<file path="config.mk">
export PLATFORM = sky130hd
export DESIGN_NAME = shift_reg_univ_flat
export DESIGN_NICKNAME = d
export VERILOG_FILES = /design/src/rtl/shift_reg_univ_if.sv /design/src/rtl/shift_reg_univ.sv /design/src/flat_wrapper.sv
export SDC_FILE = /design/constraint.sdc
export NUM_CORES = 1
export LEC_CHECK = 0
export CELL_PAD_IN_SITES_DETAIL_PLACEMENT = 0
export CELL_PAD_IN_SITES_GLOBAL_PLACEMENT = 1
export CORE_MARGIN = 4
export CORE_UTILIZATION = 35
export CTS_BUF_LIST = sky130_fd_sc_hd__clkbuf_8 sky130_fd_sc_hd__clkbuf_16
export DETAILED_ROUTE_END_ITERATION = 8
export GPL_TIMING_DRIVEN = 0
export PLACE_DENSITY_LB_ADDON = 0.1
export SLEW_MARGIN = 20
export SYNTH_ARGS = -nofsm -noshare
export SYNTH_HDL_FRONTEND = slang
export SYNTH_SLANG_ARGS = --single-unit
</file>
<file path="constraint.sdc">
create_clock -name clk -period 1.99 [get_ports clk]
set_input_delay 0.2985 -clock clk [delete_from_list [all_inputs] [get_ports clk]]
set_output_delay 0.2985 -clock clk [all_outputs]
set_load 0.02 [all_outputs]
</file>
<file path="src/rtl/shift_reg_univ_if.sv">
// Bus bundle for the universal shift register: control, data and status.
// The master side drives the controls; the slave side is the register itself.
interface shift_reg_univ_if #(
  parameter int WIDTH = 8,
  parameter int CNT_W = 4
);
  logic             en;
  logic [2:0]       s;
  logic             sdl;
  logic             sdr;
  logic [WIDTH-1:0] d;
  logic             start;
  logic [CNT_W-1:0] cnt;
  logic [WIDTH-1:0] q;
  logic             sol;
  logic             sor;
  logic             busy;
  logic             done;

  modport master (
    output en, s, sdl, sdr, d, start, cnt,
    input  q, sol, sor, busy, done
  );

  modport slave (
    input  en, s, sdl, sdr, d, start, cnt,
    output q, sol, sor, busy, done
  );
endinterface

</file>
<file path="src/rtl/shift_reg_univ.sv">
// Universal shift register: direct load/hold/shift/rotate/asr ops, plus a
// sequenced mode where one START repeats a shift/rotate op CNT times with a
// BUSY/DONE handshake. Serial ends are exposed for chaining.
module shift_reg_univ #(
  parameter int WIDTH = 8,
  parameter int CNT_W = 4
) (
  input logic            clk,
  input logic            rst,
  shift_reg_univ_if.slave bus
);

  typedef enum logic [1:0] {
    IDLE = 2'd0,
    RUN  = 2'd1,
    FIN  = 2'd2
  } state_t;

  state_t           state_q, state_d;
  logic [WIDTH-1:0] q_q, q_d;
  logic [2:0]       mode_q, mode_d;
  logic [CNT_W-1:0] rem_q, rem_d;

  // One step of the selected operation; load and hold/reserved fall through here too.
  function automatic logic [WIDTH-1:0] apply_op(
    input logic [2:0]       mode,
    input logic [WIDTH-1:0] cur,
    input logic [WIDTH-1:0] din,
    input logic             sdl,
    input logic             sdr
  );
    logic [WIDTH-1:0] res;
    res = cur;
    case (mode)
      3'b001:  res = {sdr, cur[WIDTH-1:1]};
      3'b010:  res = {cur[WIDTH-2:0], sdl};
      3'b011:  res = din;
      3'b100:  res = {cur[0], cur[WIDTH-1:1]};
      3'b101:  res = {cur[WIDTH-2:0], cur[WIDTH-1]};
      3'b110:  res = {cur[WIDTH-1], cur[WIDTH-1:1]};
      default: res = cur;
    endcase
    return res;
  endfunction

  // Only shifts and rotates may be sequenced; load/hold/reserved act directly.
  function automatic logic is_shift(input logic [2:0] mode);
    return (mode == 3'b001) || (mode == 3'b010) || (mode == 3'b100) ||
           (mode == 3'b101) || (mode == 3'b110);
  endfunction

  // State, data, latched mode and remaining-step count all clear immediately on reset.
  always_ff @(posedge clk or posedge rst) begin
    if (rst) begin
      state_q <= IDLE;
      q_q     <= '0;
      mode_q  <= 3'b000;
      rem_q   <= '0;
    end else begin
      state_q <= state_d;
      q_q     <= q_d;
      mode_q  <= mode_d;
      rem_q   <= rem_d;
    end
  end

  // Next-state and datapath: direct ops in IDLE, one latched step per cycle in RUN,
  // FIN is a one-cycle completion state where every input is ignored.
  always_comb begin
    state_d = state_q;
    q_d     = q_q;
    mode_d  = mode_q;
    rem_d   = rem_q;
    case (state_q)
      IDLE: begin
        if (bus.en) begin
          if (bus.start && is_shift(bus.s)) begin
            mode_d  = bus.s;
            rem_d   = bus.cnt;
            state_d = (bus.cnt != '0) ? RUN : FIN;
          end else begin
            q_d = apply_op(bus.s, q_q, bus.d, bus.sdl, bus.sdr);
          end
        end
      end
      RUN: begin
        q_d   = apply_op(mode_q, q_q, bus.d, bus.sdl, bus.sdr);
        rem_d = rem_q - CNT_W'(1);
        if (rem_q == CNT_W'(1)) begin
          state_d = FIN;
        end
      end
      FIN: begin
        state_d = IDLE;
      end
      default: begin
        state_d = IDLE;
      end
    endcase
  end

  assign bus.q    = q_q;
  assign bus.sol  = q_q[WIDTH-1];
  assign bus.sor  = q_q[0];
  assign bus.busy = (state_q == RUN);
  assign bus.done = (state_q == FIN);

endmodule

</file>
<file path="src/flat_wrapper.sv">
// flat-port wrapper written by rule: the top's interface ports become plain ports
module shift_reg_univ_flat 
#(
  parameter int WIDTH = 8,
  parameter int CNT_W = 4
)
  (clk, rst, bus_en, bus_s, bus_sdl, bus_sdr, bus_d, bus_start, bus_cnt, bus_q, bus_sol, bus_sor, bus_busy, bus_done);
  shift_reg_univ_if #(.WIDTH(WIDTH), .CNT_W(CNT_W)) bus_i ();
  input logic clk;
  input logic rst;
  input wire logic [$bits(bus_i.en)-1:0] bus_en;
  input wire logic [$bits(bus_i.s)-1:0] bus_s;
  input wire logic [$bits(bus_i.sdl)-1:0] bus_sdl;
  input wire logic [$bits(bus_i.sdr)-1:0] bus_sdr;
  input wire logic [$bits(bus_i.d)-1:0] bus_d;
  input wire logic [$bits(bus_i.start)-1:0] bus_start;
  input wire logic [$bits(bus_i.cnt)-1:0] bus_cnt;
  output wire logic [$bits(bus_i.q)-1:0] bus_q;
  output wire logic [$bits(bus_i.sol)-1:0] bus_sol;
  output wire logic [$bits(bus_i.sor)-1:0] bus_sor;
  output wire logic [$bits(bus_i.busy)-1:0] bus_busy;
  output wire logic [$bits(bus_i.done)-1:0] bus_done;
  assign bus_i.en = bus_en;
  assign bus_i.s = bus_s;
  assign bus_i.sdl = bus_sdl;
  assign bus_i.sdr = bus_sdr;
  assign bus_i.d = bus_d;
  assign bus_i.start = bus_start;
  assign bus_i.cnt = bus_cnt;
  assign bus_q = bus_i.q;
  assign bus_sol = bus_i.sol;
  assign bus_sor = bus_i.sor;
  assign bus_busy = bus_i.busy;
  assign bus_done = bus_i.done;
  shift_reg_univ #(.WIDTH(WIDTH), .CNT_W(CNT_W)) u_core (.clk(clk), .rst(rst), .bus(bus_i));
endmodule
</file>
==> Implementation_results.wiki, run 1 <==
{| class="wikitable"
! Metric !! Value
|-
| CTS H-tree depth || 1
|-
| Maximum fanout along the worst path || 10
|-
| Clk Tree Root Cell || sky130_fd_sc_hd__clkbuf_8
|-
| Setup crit start kind || input pin
|-
| Number of core rows || 25
|-
| Height of the chip || 77.6 um
|-
| Area growth from synthesis to layout || 25.0%
|-
| Internal Pwr Total || about 1.6 mW
|-
| Share of cells above drive strength 1 || 0.148
|-
| Number of slew-limit violations in the final report || 0
|-
| Period utilization || 0.976
|-
| Dominant combinational cell family by area after synthesis || compound AO/OA/AOI/OAI gates
|-
| Largest cells by area after synthesis || sky130_fd_sc_hd__dfrtp_1 25%, sky130_fd_sc_hd__a221oi_1 3.6%, sky130_fd_sc_hd__nand2_1 3.5%, sky130_fd_sc_hd__buf_6 3.3%, sky130_fd_sc_hd__nand2b_1 3.3%
|-
| Multiplexer area fraction after synthesis || 0.0126
|-
| Maximum number of pins on one net before global-route repair || 18
|-
| Slew Limit Headroom || 0.505
|-
| Share of the synthesized netlist area taken by xor and xnor gates || 0
|-
| CTS tree || built
|-
| Peak Freq || 0.515 GHz
|-
| Detail Placement HPWL || 3.82 mm
|-
| Relative contribution of combinational cells to total power || 0.686
|-
| Power density relative to cell area || ~1500 mW/mm^2
|-
| Mapped Area || around 0.0017 mm^2
|-
| Clock input transition at the sequential cells of the worst setup and hold paths || 70 ps
|-
| First-pass GRT wire length || slightly below 9 mm
|-
| Wire per inst || 18.4 um
|-
| Diode count || 0
|-
| EDFF count, synth || 0
|-
| Clock Sink Count || 17
|-
| Setup violators final || 0
|-
| Maximum cell stage delay along the critical path || 570 ps
|-
| Hold_ws || 472 ps
|-
| Starting DRT DRC Count || 161
|-
| Length of the first detailed-routing pass in iterations || 4
|-
| Horiz. Die Dim || 77.6 um
|-
| Worst setup path category || in2reg
|-
| Post-synthesis instance total || 202
|-
| Total of flip-flops plus latches after synthesis || 17
|-
| Fraction of power spent switching nets || 0.484
|-
| Number of distinct library cells after synthesis || 57
|-
| Ranking of synthesized cells by instance count || 17 x sky130_fd_sc_hd__dfrtp_1, 16 x sky130_fd_sc_hd__nand2_1, 11 x sky130_fd_sc_hd__o21ai_0
|-
| Clock latency of the later-clocked register in the worst-skew pair || 250 ps
|-
| Switching Power || 1.52 mW
|-
| Cell chain of the critical path || clkdlybuf4s50_1 > buf_6 > nand3b_1 > and2_4 > a221o_1 > a31o_1
|-
| Post-route core utilization || 0.451
|-
| Total gr overflow || 0
|-
| Antenna Nets Post-Route || 0
|-
| Instance count on the critical path || 6
|-
| Arrival time of the worst setup path || 2090 ps
|-
| Placeable Area || 0.00469 mm^2
|-
| Complex-gate fraction of the synthesized area || 0.383
|-
| Number of global-route vias before repair || 1633
|-
| Max-cap violations || 0
|-
| Top cell type's share of synthesized area || 0.251
|-
| Die area || 0.00602 mm^2
|-
| Register area share after synthesis || 0.251
|-
| Register share of total power || 0.230
|-
| Worst path bufs/invs || 2
|-
| Setup repair after global routing missed its margin || false
|-
| Top Ports || 33
|-
| Top delay family on crit path || buffers and inverters
|-
| Worst Setup End Kind || flop
|-
| Clk network pwr share || 0.084
|-
| Status || finished, final reports clean
|-
| Max VDD drop || 0.615 mV
|-
| Count of filler cells inserted in the layout || between 400 and 500
|-
| Final worst path period need || 1940 ps
|-
| Most common cell in the synthesized netlist || sky130_fd_sc_hd__dfrtp_1
|-
| Area fraction in and, or, nand and nor cells after synthesis || 0.230
|-
| Leakage dissipation || 0.844 nW
|-
| Slew at the pin closest to its max-slew limit || approximately 740 ps
|-
| Max Buffers Root-to-Sink || 2
|-
| Hold WC Path Type || in2async
|-
| Drt via density || 5.95
|-
| Starting density of the core || 0.361
|-
| Synth warn || 0
|-
| Adder-cell share of the synthesized area || 0.0148
|-
| Total detailed-routing wirelength || 5.35 mm
|-
| # nets final || 260
|-
| Cell type with the largest total area after synthesis || sky130_fd_sc_hd__dfrtp_1
|-
| DRC errors left || 0
|-
| Post-synthesis average cell area || about 8.4 um^2
|-
| Library cell contributing the largest single delay on the critical path || sky130_fd_sc_hd__clkdlybuf4s50_1
|-
| Required time of the critical path || 2140 ps
|-
| GRT Resource Usage Total || 0.184
|-
| TritonCTS Buffers || 3
|-
| Total count of hold-check failures in the final report || 0
|-
| Syn Nets || about 230
|-
| Initial antenna violation count || 0
|-
| Number of I/O port buffers || 31
|-
| Total number of vias || 1725
|-
| Most used flip-flop cell after synthesis || sky130_fd_sc_hd__dfrtp_1
|-
| Share of async-settable or async-resettable flops after synthesis || 1.00
|-
| Clock skew || 3.46 ps
|-
| GP Congestion || 0.871
|-
| Post-CTS setup buffer count || 0
|-
| Worst R2R Path Depth || 6
|}
## sequential cells by signal, indices dropped and copies added (netlist names)
| name | count |
|---|---|
| u_core.state_q | 2 |
| u_core.bus.q | 8 |
| u_core.rem_q | 4 |
| u_core.mode_q | 3 |
## cells in the final DEF (no fill, tap or decap), types with 6 or more instances in the layout
cell | netlist | layout
sky130_fd_sc_hd__nand2b_1 | 9 | 9
sky130_fd_sc_hd__clkdlybuf4s50_1 | 0 | 29
sky130_fd_sc_hd__buf_2 | 7 | 6
sky130_fd_sc_hd__a21oi_1 | 8 | 8
sky130_fd_sc_hd__a221oi_1 | 7 | 7
sky130_fd_sc_hd__dfrtp_1 | 17 | 17
sky130_fd_sc_hd__inv_1 | 9 | 10
sky130_fd_sc_hd__nor2b_1 | 7 | 7
sky130_fd_sc_hd__o21ai_0 | 11 | 11
sky130_fd_sc_hd__nand2_1 | 16 | 16
sky130_fd_sc_hd__nand3_1 | 8 | 8
sky130_fd_sc_hd__and2_1 | 6 | 6
## cell families after synthesis
family | after synthesis
buffers and inverters | 33
flip-flops | 17
AO/OA/AOI/OAI | 79
adder cells (fa/ha/maj) | 2
multiplexers | 2
AND/OR/NAND/NOR | 69
## through the flow
step | instance area (um^2) | TNS (ps) | setup WS (ps) | total power [mW] | instances
2_1_floorplan | 1690 | 0 | 390 | 2.20 | 202
3_3_place_gp | 2070 | -1890 | -209 | 2.88 | 287
3_5_place_dp | 2070 | -1790 | -207 | 2.88 | 287
4_1_cts | 2110 | 0 | 26.6 | 3.14 | 290
5_1_grt | 2120 | 0 | 22.1 | 3.41 | 290
6_report | 2120 | 0 | 48.6 | 3.14 | 290
## area by class of cell
type / instances / area (um^2) / share of cell area
multi-input cells: 152 / 1080 / 0.512
repair buffers: 31 / 312 / 0.147
plain buffers: 21 / 141 / 0.0667
inverters: 11 / 43.8 / 0.0207
flip-flops and latches: 17 / 425 / 0.201
clock buffers: 3 / 41.3 / 0.0195
clock inverters: 1 / 3.75 / 0.00177
well taps: 54 / 67.6 / 0.0319
## worst reg2reg max path: stages (launching register included)
cell,delay (ps)
sky130_fd_sc_hd__dfrtp_1,350
sky130_fd_sc_hd__buf_2,180
sky130_fd_sc_hd__nand2b_1,200
sky130_fd_sc_hd__nor4b_2,480
sky130_fd_sc_hd__buf_4,260
sky130_fd_sc_hd__nor3_1,60
sky130_fd_sc_hd__a211oi_1,170
## worst paths after layout
path	start	to	slack, ps
setup reg to reg	u_core.state_q[0]	u_core.rem_q[0]	200
hold reg to reg	u_core.state_q[1]	u_core.state_q[0]	540
max in group asynchronous	rst	u_core.state_q[0]	1050
min in group clk	u_core.state_q[1]	u_core.state_q[0]	540
hold / removal	rst	u_core.bus.q[6]	470
setup / recovery	bus_s[2]	u_core.bus.q[4]	50
## routing by layer
layer,vias to the layer above,wire length [um],GRT usage
met4,0,56,0.0534
met5,-,0,0
li1,840,-,-
met2,74,2260,0.269
met3,4,370,0.0244
met1,807,2660,0.278
## power groups by stage
stage,logic [mW],clock network (mW),registers [mW]
2_1_floorplan,1.43,0,0.763
3_3_place_gp,2.15,0,0.726
3_5_place_dp,2.15,0,0.725
4_1_cts,2.14,0.281,0.717
5_1_grt,2.36,0.296,0.751
6_report,2.15,0.262,0.722
## timing repair
| action | 4_1_cts | 5_1_grt |
|---|---|---|
| hold buffers | 0 | 0 |
| endpoints found under the hold margin | 0 | 0 |
| resized for setup | 1 | 7 |
| setup endpoints to repair | 1 | 4 |
(Power assumes the default switching activity.)
==> run 2: changes to the inputs <==
--- a/config.mk
+++ b/config.mk
@@ -8,12 +8,11 @@
 export CELL_PAD_IN_SITES_DETAIL_PLACEMENT = 0
 export CELL_PAD_IN_SITES_GLOBAL_PLACEMENT = 1
 export CORE_MARGIN = 4
-export CORE_UTILIZATION = 35
+export CORE_UTILIZATION = 39
 export CTS_BUF_LIST = sky130_fd_sc_hd__clkbuf_8 sky130_fd_sc_hd__clkbuf_16
 export DETAILED_ROUTE_END_ITERATION = 8
 export GPL_TIMING_DRIVEN = 0
 export PLACE_DENSITY_LB_ADDON = 0.1
-export SLEW_MARGIN = 20
 export SYNTH_ARGS = -nofsm -noshare
 export SYNTH_HDL_FRONTEND = slang
 export SYNTH_SLANG_ARGS = --single-unit
==> run 2 against run 1 <==
Effect of this change:
- via count is 5.0% higher
- clock-buffer cell count did not move
- critical path depth grew 1
- sequential power increased by 0.7%
- clock power rose by 4%
- final cell count stayed put
- first-iteration DRC count shrank 18%
- total power grew 1.9%
- worst hold slack better by 2.4 ps
- largest power group unchanged
- design area up 1.1%
- largest cell class unchanged
- register-to-register slack lost 50 ps
- utilization rose by 7.2 points
==> Implementation_results.wiki, run 2 (synthesis gave the netlist of run 1 again) <==
{| class="wikitable"
! Metric !! Value
|-
| Status || finished, final reports clean (unchanged)
|-
| Most frequent cells in the layout || 30 x sky130_fd_sc_hd__clkdlybuf4s50_1, 17 x sky130_fd_sc_hd__dfrtp_1, 16 x sky130_fd_sc_hd__nand2_1, 11 x sky130_fd_sc_hd__o21ai_0 (was 29 x sky130_fd_sc_hd__clkdlybuf4s50_1, 17 x sky130_fd_sc_hd__dfrtp_1, 16 x sky130_fd_sc_hd__nand2_1, 11 x sky130_fd_sc_hd__o21ai_0, 10 x sky130_fd_sc_hd__inv_1)
|-
| DRC errors left || 0 (unchanged)
|-
| Global-route track usage on met1 || 0.296 (was 0.278)
|-
| Peak Freq || 0.531 GHz (was 0.515 GHz)
|-
| Number of placed instances, taps included || 283 (was 287)
|-
| Total cell area at the placement stage || 0.00207 mm^2 (about the same)
|-
| Setup crit start kind || input pin (unchanged)
|-
| Hold_ws || 474 ps (was 472 ps)
|-
| Starting DRT DRC Count || 132 (was 161)
|-
| Required time of the critical path || 2160 ps (was 2140 ps)
|-
| Detail Placement HPWL || 3.93 mm (was 3.82 mm)
|-
| First-pass GRT wire length || 8.94 mm (was 8.83 mm)
|-
| Number of flip-flops under the largest register name || 8 (unchanged)
|-
| Leakage dissipation || 0.849 nW (was 0.844 nW)
|-
| Routing usage on met2 || 0.338 (was 0.269)
|-
| Height of the chip || 73.9 um (was 77.6 um)
|-
| Met3 Usage GRT || 0.0233 (was 0.0244)
|-
| Total Power Consumption || 3.20 mW (was 3.14 mW)
|-
| Share of cells above drive strength 1 || 0.163 (was 0.148)
|-
| Setup repair after global routing missed its margin || false (unchanged)
|-
| Post-route non-filler standard cell count || 290 (unchanged)
|-
| Placeable Area || 0.00409 mm^2 (was 0.00469 mm^2)
|-
| Clock input transition at the sequential cells of the worst setup and hold paths || 70 ps (about the same)
|-
| Arrival time of the worst setup path || 2050 ps (was 2090 ps)
|-
| Worst setup path category || in2reg (unchanged)
|-
| Seq. cell area || 425 um^2 (unchanged)
|-
| Number of core rows || 23 (was 25)
|-
| Drt via density || 6.25 (was 5.95)
|-
| # nets final || 264 (was 260)
|-
| Slew Limit Headroom || 0.515 (was 0.505)
|-
| Initial antenna violation count || 0 (unchanged)
|-
| Maximum fanout along the worst path || 10 (unchanged)
|-
| Max VDD drop || 0.782 mV (was 0.615 mV)
|-
| Setup violators final || 0 (unchanged)
|-
| Die area || 0.00546 mm^2 (was 0.00602 mm^2)
|-
| CTS tree || built (unchanged)
|-
| GRT Resource Usage Total || 0.214 (was 0.184)
|-
| CTS H-tree depth || 1 (unchanged)
|-
| Total count of hold-check failures in the final report || 0 (unchanged)
|-
| Max-cap violations || 0 (unchanged)
|-
| Clk Tree Root Cell || sky130_fd_sc_hd__clkbuf_8 (unchanged)
|-
| Horiz. Die Dim || 73.9 um (was 77.6 um)
|-
| Number of I/O port buffers || 31 (unchanged)
|-
| Final worst path period need || 1880 ps (was 1940 ps)
|-
| Slew at the pin closest to its max-slew limit || 726 ps (was 742 ps)
|-
| Number of global-route vias before repair || 1859 (was 1633)
|-
| Area growth from synthesis to layout || 26.4% (was 25.0%)
|-
| Cell area after layout || 0.00214 mm^2 (was 0.00212 mm^2)
|-
| Maximum number of pins on one net before global-route repair || 18 (unchanged)
|-
| Diode count || 0 (unchanged)
|-
| Area of the multi-input gates || 0.00108 mm^2 (unchanged)
|-
| Period utilization || 0.946 (was 0.976)
|-
| GP Congestion || 0.928 (was 0.871)
|-
| Most common cell after layout, fill and taps aside || sky130_fd_sc_hd__clkdlybuf4s50_1 (unchanged)
|-
| Top Usage Layer GRT || met2 (was met1)
|-
| Starting density of the core || 0.415 (was 0.361)
|-
| Max Buffers Root-to-Sink || 2 (unchanged)
|-
| Worst Setup End Kind || flop (unchanged)
|-
| Power density relative to cell area || 1490 mW/mm^2 (was 1480 mW/mm^2)
|-
| Post-Route Setup TNS || 0 ps (unchanged)
|-
| Length of the first detailed-routing pass in iterations || 4 (unchanged)
|-
| Total gr overflow || 0 (unchanged)
|-
| Clock skew || 1.55 ps (was 3.46 ps)
|-
| Antenna Nets Post-Route || 0 (unchanged)
|-
| Number of slew-limit violations in the final report || 0 (unchanged)
|-
| Total detailed-routing wirelength || 5.46 mm (was 5.35 mm)
|-
| Top Ports || 33 (unchanged)
|-
| Clock latency of the later-clocked register in the worst-skew pair || 250 ps (about the same)
|-
| TritonCTS Buffers || 3 (unchanged)
|-
| Count of filler cells inserted in the layout || 385 (was 485)
|-
| Clock Sink Count || 17 (unchanged)
|-
| Hold WC Path Type || in2async (unchanged)
|-
| Wire per inst || 18.8 um (was 18.4 um)
|-
| Total number of vias || 1812 (was 1725)
|}
[run 2: changes by cell type in the layout (fill, tap and decap cells not counted), sizes merged]
cell and change:
buf +5, clkbuf -1, clkdlybuf4s50 +1, clkinv +1
dlymetal6s2s -1, inv -1
[run 2: area by class of cell]
type	instances	share of cell area
flip-flops and latches	17	0.199
multi-input cells	152	0.506
inverters	11	0.0205
clock inverters	1	0.00234
well taps	50	0.0292
plain buffers	21	0.0655
clock buffers	3	0.0193
repair buffers	35	0.158
[run 2: layer usage]
metal / routed length (um) / share of wire
met5: 0 / 0
met4: 129 / 0.024
met3: 358 / 0.066
met2: 2500 / 0.46
met1: 2470 / 0.45
[run 2: path summary, 6_finish.rpt]
kind	slack [ps]	startpoint	endpoint	cells past startpoint
min in group clk	550	u_core.rem_q[0]	u_core.rem_q[0]	1
worst min register to register	550	u_core.rem_q[0]	u_core.rem_q[0]	1
max in group asynchronous	1060	rst	u_core.state_q[0]	2
worst max register to register	150	u_core.state_q[0]	u_core.bus.q[5]	7
worst min-delay path	470	rst	u_core.rem_q[1]	2
worst max-delay path	110	bus_s[2]	u_core.bus.q[7]	7
[run 2: what timing repair did]
item                                    in CTS  in global routing
pin swaps                                    0                  1
hold buffers                                 0                  0
endpoints found under the setup margin       1                  7
setup buffers                                0                  4
resized for setup                            1                  5
[run 2: worst max-delay path: stages]
cell and delay [ps]:
sky130_fd_sc_hd__clkdlybuf4s50_1 490, sky130_fd_sc_hd__buf_6 180, sky130_fd_sc_hd__or3_1 320, sky130_fd_sc_hd__a41oi_2 240, sky130_fd_sc_hd__buf_6 180, sky130_fd_sc_hd__o311ai_1 120, sky130_fd_sc_hd__o32ai_2 210
[run 2: report_power, final]
part           switching (mW)  internal, mW  leakage, nW
Clock                   0.134         0.139       0.0255
Sequential              0.214         0.513        0.207
Combinational            1.20         0.996        0.616
[run 2: metrics by stage]
stage / setup WS, ps / utilization
6_report: 107 / 0.524
4_1_cts: 43.8 / 0.516
2_1_floorplan: 390 / -
3_3_place_gp: -210 / 0.506
3_5_place_dp: -205 / 0.506
5_1_grt: 1.21 / 0.524
